[src/rtl/if_redirect_ctrl.sv]
// if_redirect_ctrl: IF-stage redirect pulse, idle gating, in-flight fetch tracking and stale-response discard.
module if_redirect_ctrl (
  input  logic        clk,
  input  logic        rst,
  input  logic        exc_valid,
  input  logic [31:0] exc_pc,
  input  logic        br_valid,
  input  logic [31:0] br_pc,
  input  logic        idle_req,
  input  logic        req_fire,
  input  logic        resp_fire,
  output logic        need_jump,
  output logic [31:0] jump_pc,
  output logic        flush_IF,
  output logic        fetch_en,
  output logic        resp_discard,
  output logic [1:0]  inflight,
  output logic        proto_err
);
  typedef enum logic {RUN, IDLE_WAIT} state_t;
  state_t      state_q, state_d;
  logic        need_jump_q, need_jump_d;
  logic [31:0] jump_pc_q, jump_pc_d;
  logic [1:0]  inflight_q, inflight_d;
  logic [1:0]  discard_q, discard_d;
  logic        proto_err_q, proto_err_d;
  logic        redir, inc, dec, err;
  always_ff @(posedge clk) begin
    if (rst) state_q <= RUN;
    else     state_q <= state_d;
  end
  always_comb begin
    state_d = exc_valid ? RUN : (state_q == RUN && idle_req) ? IDLE_WAIT : state_q;
  end
  always_comb begin
    fetch_en     = (state_q == RUN) && (inflight_q != 2'd3);
    resp_discard = resp_fire && (need_jump_q || discard_q != 2'd0);
    redir        = exc_valid || (state_q == RUN && br_valid);
  end
  // Every fetch still outstanding after a redirect cycle belongs to the squashed path.
  always_comb begin
    inc         = req_fire && !resp_fire;
    dec         = resp_fire && !req_fire;
    err         = (inc && inflight_q == 2'd3) || (dec && inflight_q == 2'd0);
    inflight_d  = err ? inflight_q : inc ? inflight_q + 2'd1 : dec ? inflight_q - 2'd1 : inflight_q;
    proto_err_d = proto_err_q || err;
    need_jump_d = redir;
    jump_pc_d   = !redir ? jump_pc_q : exc_valid ? exc_pc : br_pc;
    discard_d   = need_jump_q ? inflight_d : (resp_fire && discard_q != 2'd0) ? discard_q - 2'd1 : discard_q;
  end
  always_ff @(posedge clk) begin
    if (rst) begin
      need_jump_q <= 1'b0;
      jump_pc_q   <= 32'd0;
      inflight_q  <= 2'd0;
      discard_q   <= 2'd0;
      proto_err_q <= 1'b0;
    end else begin
      need_jump_q <= need_jump_d;
      jump_pc_q   <= jump_pc_d;
      inflight_q  <= inflight_d;
      discard_q   <= discard_d;
      proto_err_q <= proto_err_d;
    end
  end
  assign need_jump = need_jump_q;
  assign flush_IF  = need_jump_q;
  assign jump_pc   = jump_pc_q;
  assign inflight  = inflight_q;
  assign proto_err = proto_err_q;
endmodule

[config.mk]
export PLATFORM = sky130hd
export DESIGN_NAME = if_redirect_ctrl
export DESIGN_NICKNAME = d
export VERILOG_FILES = /design/src/rtl/if_redirect_ctrl.sv
export SDC_FILE = /design/constraint.sdc
export NUM_CORES = 1
export LEC_CHECK = 0
export ABC_AREA = 1
export CAP_MARGIN = 20
export CORE_AREA = 4 4 73 75
export DETAILED_ROUTE_END_ITERATION = 10
export DIE_AREA = 0 0 77 79
export PLACE_DENSITY = 0.93
export SYNTH_ARGS = -nofsm -noshare
export SYNTH_HDL_FRONTEND = slang
export SYNTH_SLANG_ARGS = --single-unit
[constraint.sdc]
create_clock -name clk -period 2.4 [get_ports clk]
set_input_delay 0.6 -clock clk [delete_from_list [all_inputs] [get_ports clk]]
set_output_delay 0.6 -clock clk [all_outputs]
set_load 0.02 [all_outputs]
==> flow_metrics.py <==
metrics = {
    "run_status": {
        "status": "complete, no violations",
    },
    "final_layout": {
        "final_area_um2": 2920,
        "num_antenna_cells": 0,
        "multiInputGateArea_um2": 817,
        "seqCellArea_um2": 781,
        "synthToLayoutAreaGrowth_pct": 64.8,
        "fin_nets": 413,
        "nFillCells": 413,
        "drive_above_1_share_pct": 4.44,
    },
    "worst_setup_path": {
        "critical_path_required_ps": 1800,
        "cp_data_arrival_time_ps": 1580,
        "worst-path-buf-inv": 3,
        "worstPathMaxFanout": 2,
        "cpPeakStageDelay_ps": 500,
        "path_class": "in2out",
        "end_kind": "output pin",
        "cp_top_family": "buffers and inverters",
        "cp-start-kind": "input pin",
        "crit_chain": "clkdlybuf4s50_1, inv_2, a21oi_1, dlygate4sd2_1",
        "crit_slowest_cell": "clkdlybuf4s50_1",
    },
    "sta": {
        "hold_viol_final": 0,
        "rsz0062_at_grt": "false",
        "post-route-period-util_pct": 90.7,
        "whs_ps": 466,
        "drv_slew": 0,
        "worstMarginPinSlew_ps": 513,
        "slew_headroom_pct": 65.7,
        "min_period_ps": 2180,
        "final-setup-viol-count": 0,
        "fmax_mhz": 460,
        "fin_worst_skew_ps": 2.64,
    },
    "die": {
        "dieArea_um2": 6080,
        "fp.dieW_um": 77,
        "core_area_um2": 4660,
        "ios": 110,
        "start_util_pct": 38.0,
        "rows": 25,
        "chipHeight_um": 79,
    },
    "clock_network": {
        "post-cts-setup-buffer-count": 0,
        "cts.clk_slew.worst_paths_ps": 70,
        "root_buffer": "clkbuf_8",
        "clock_path_buffers": 2,
        "cts.hold.buffers_added": 0,
        "cts_inserted_buffers": 5,
        "cts_sinks": 39,
        "htreeDepth": 2,
        "clkLatencyLatePin_ps": 280,
        "tritoncts": "yes",
        "cts_resized": 1,
    },
    "power_and_ir_drop": {
        "ir_drop_uv": 331,
        "power_uw": 1600,
        "power_density_nw_per_um2": 550,
        "p_leak_uw": 0.00118,
    },
    "synthesis": {
        "ys.flop_type": "dfxtp_1",
        "yosys.area.top_type_share_pct": 44.1,
        "ys_seq_elements": 39,
        "synth_top_area_cell": "dfxtp_1",
        "yosysMostFrequentCell": "nand2_1",
        "syn_area_um2": 1770,
        "synth-edff-count": 0,
        "ys_seq_area_share_pct": 44.1,
        "syn-mean-instance-area_um2": 7.51,
        "syn_inst": 236,
        "synth.distinct_cells": 21,
        "async_reset_ff_share_pct": 0,
        "ys_warn_count": 0,
        "synth_common_cells": "76 x nand2_1, 39 x dfxtp_1, 32 x a31oi_1",
        "synth_area_leaders": "dfxtp_1 44%, nand2_1 16%, a31oi_1 11%",
        "synthesis.nets": 310,
    },
    "run": {
        "max_cap_viol_count": 0,
    },
    "placed_design": {
        "hpwlAfterDp_um": 3870,
        "io_buffers": 109,
        "dpl-instance-area_um2": 2850,
        "place.gp.congestion": 0.781,
    },
    "route": {
        "wl_per_cell_um": 13.2,
        "vias_per_cell": 5.02,
        "drt_iter0_drc": 69,
        "wirelength_um": 5180,
        "drc": 0,
        "final_antenna_net_count": 0,
        "vias": 1967,
        "first_pass_iters": 4,
    },
    "global_route": {
        "grt_antenna_before_repair": 0,
        "grt_max_degree": 65,
        "grt_usage_pct": 16.7,
        "grt_pass1_vias": 1902,
        "grt_overflow_total": 0,
        "grt_pass1_wl_um": 8220,
    },
    "hold_path": {
        "hold_path_class": "reg2reg",
    },
}
-- worst reg2reg max path, cell delays in order, from the launching register on --
cell,delay (ps)
dfxtp_1,380
inv_1,80
ha_1,310
nand3_1,80
o21ai_0,80
nand2_1,90
nand3_1,80
nand2_1,70
inv_1,40
-- flip-flops by register name, indices dropped and copies added (netlist names) --
register / cells
jump_pc: 32
state_q: 1
proto_err: 1
discard_q: 2
inflight: 2
flush_IF: 1
-- cell usage in the layout (no fill, tap or decap) --
cell type | Yosys | routed
a21oi_1 | 6 | 6
a31oi_1 | 32 | 32
buf_4 | 1 | 4
clkbuf_1 | 0 | 1
clkbuf_8 | 0 | 5
clkdlybuf4s50_1 | 0 | 108
dfxtp_1 | 39 | 39
dlygate4sd2_1 | 0 | 1
ha_1 | 3 | 3
inv_1 | 12 | 12
inv_2 | 2 | 2
inv_6 | 1 | 1
nand2_1 | 76 | 76
nand2_2 | 1 | 1
nand2_8 | 1 | 1
nand3_1 | 6 | 6
nand3_2 | 1 | 1
nand4_1 | 1 | 1
nor2_1 | 2 | 2
nor3_1 | 1 | 1
o21ai_0 | 4 | 4
o21ai_1 | 30 | 30
xor2_1 | 1 | 1
-- cell families after synthesis --
group | after synthesis | synth area share (%)
compound gates | 72 | 22.6
flops | 39 | 44.1
buf+inv | 32 | 9.82
fa+ha+maj | 3 | 2.12
xor+xnor | 1 | 0.494
simple gates | 89 | 20.9
-- metrics by stage --
| step | cells | utilization [%] | setup TNS [ps] | setup WS, ps |
|---|---|---|---|---|
| 5_1_grt | 392 | 62.6 | 0 | 149 |
| 3_5_place_dp | 386 | 61.1 | -55.1 | -55.1 |
| 3_3_place_gp | 386 | 61.1 | -48.6 | -48.6 |
| 4_1_cts | 392 | 62.6 | 0 | 217 |
| 2_1_floorplan | 236 | - | 0 | 826 |
| 6_report | 392 | 62.6 | 0 | 224 |
-- worst paths after layout --
| check | start | end | slack [ps] | cells after the start |
|---|---|---|---|---|
| worst min register to register | proto_err | proto_err | 470 | 2 |
| worst max-delay path | resp_fire | resp_discard | 220 | 4 |
| worst max register to register | inflight[0] | discard_q[1] | 1100 | 8 |
| worst min-delay path | proto_err | proto_err | 470 | 2 |
-- power by group --
group	switching, uW	internal (uW)	total, uW	leakage, uW
clock network	199	193	392	0.0000371
logic	224	253	477	0.000823
registers	31.2	704	735	0.000324
total	454	1150	1600	0.00118
-- per-layer routing --
metal,share of wire [%],global-route usage (%)
met5,0,0
met1,39,16.7
met3,7.3,4.88
met2,52,33.2
met4,0.85,4.63
-- final cells by class --
class	count	share of cell area (%)
timing repair buffer	113	38.4
multi-input combinational	165	28.0
sequential	39	26.7
clock buffer	6	2.49
tap	54	2.31
inverter	15	2.10
Note: power is estimated with default switching activity, not from simulation.
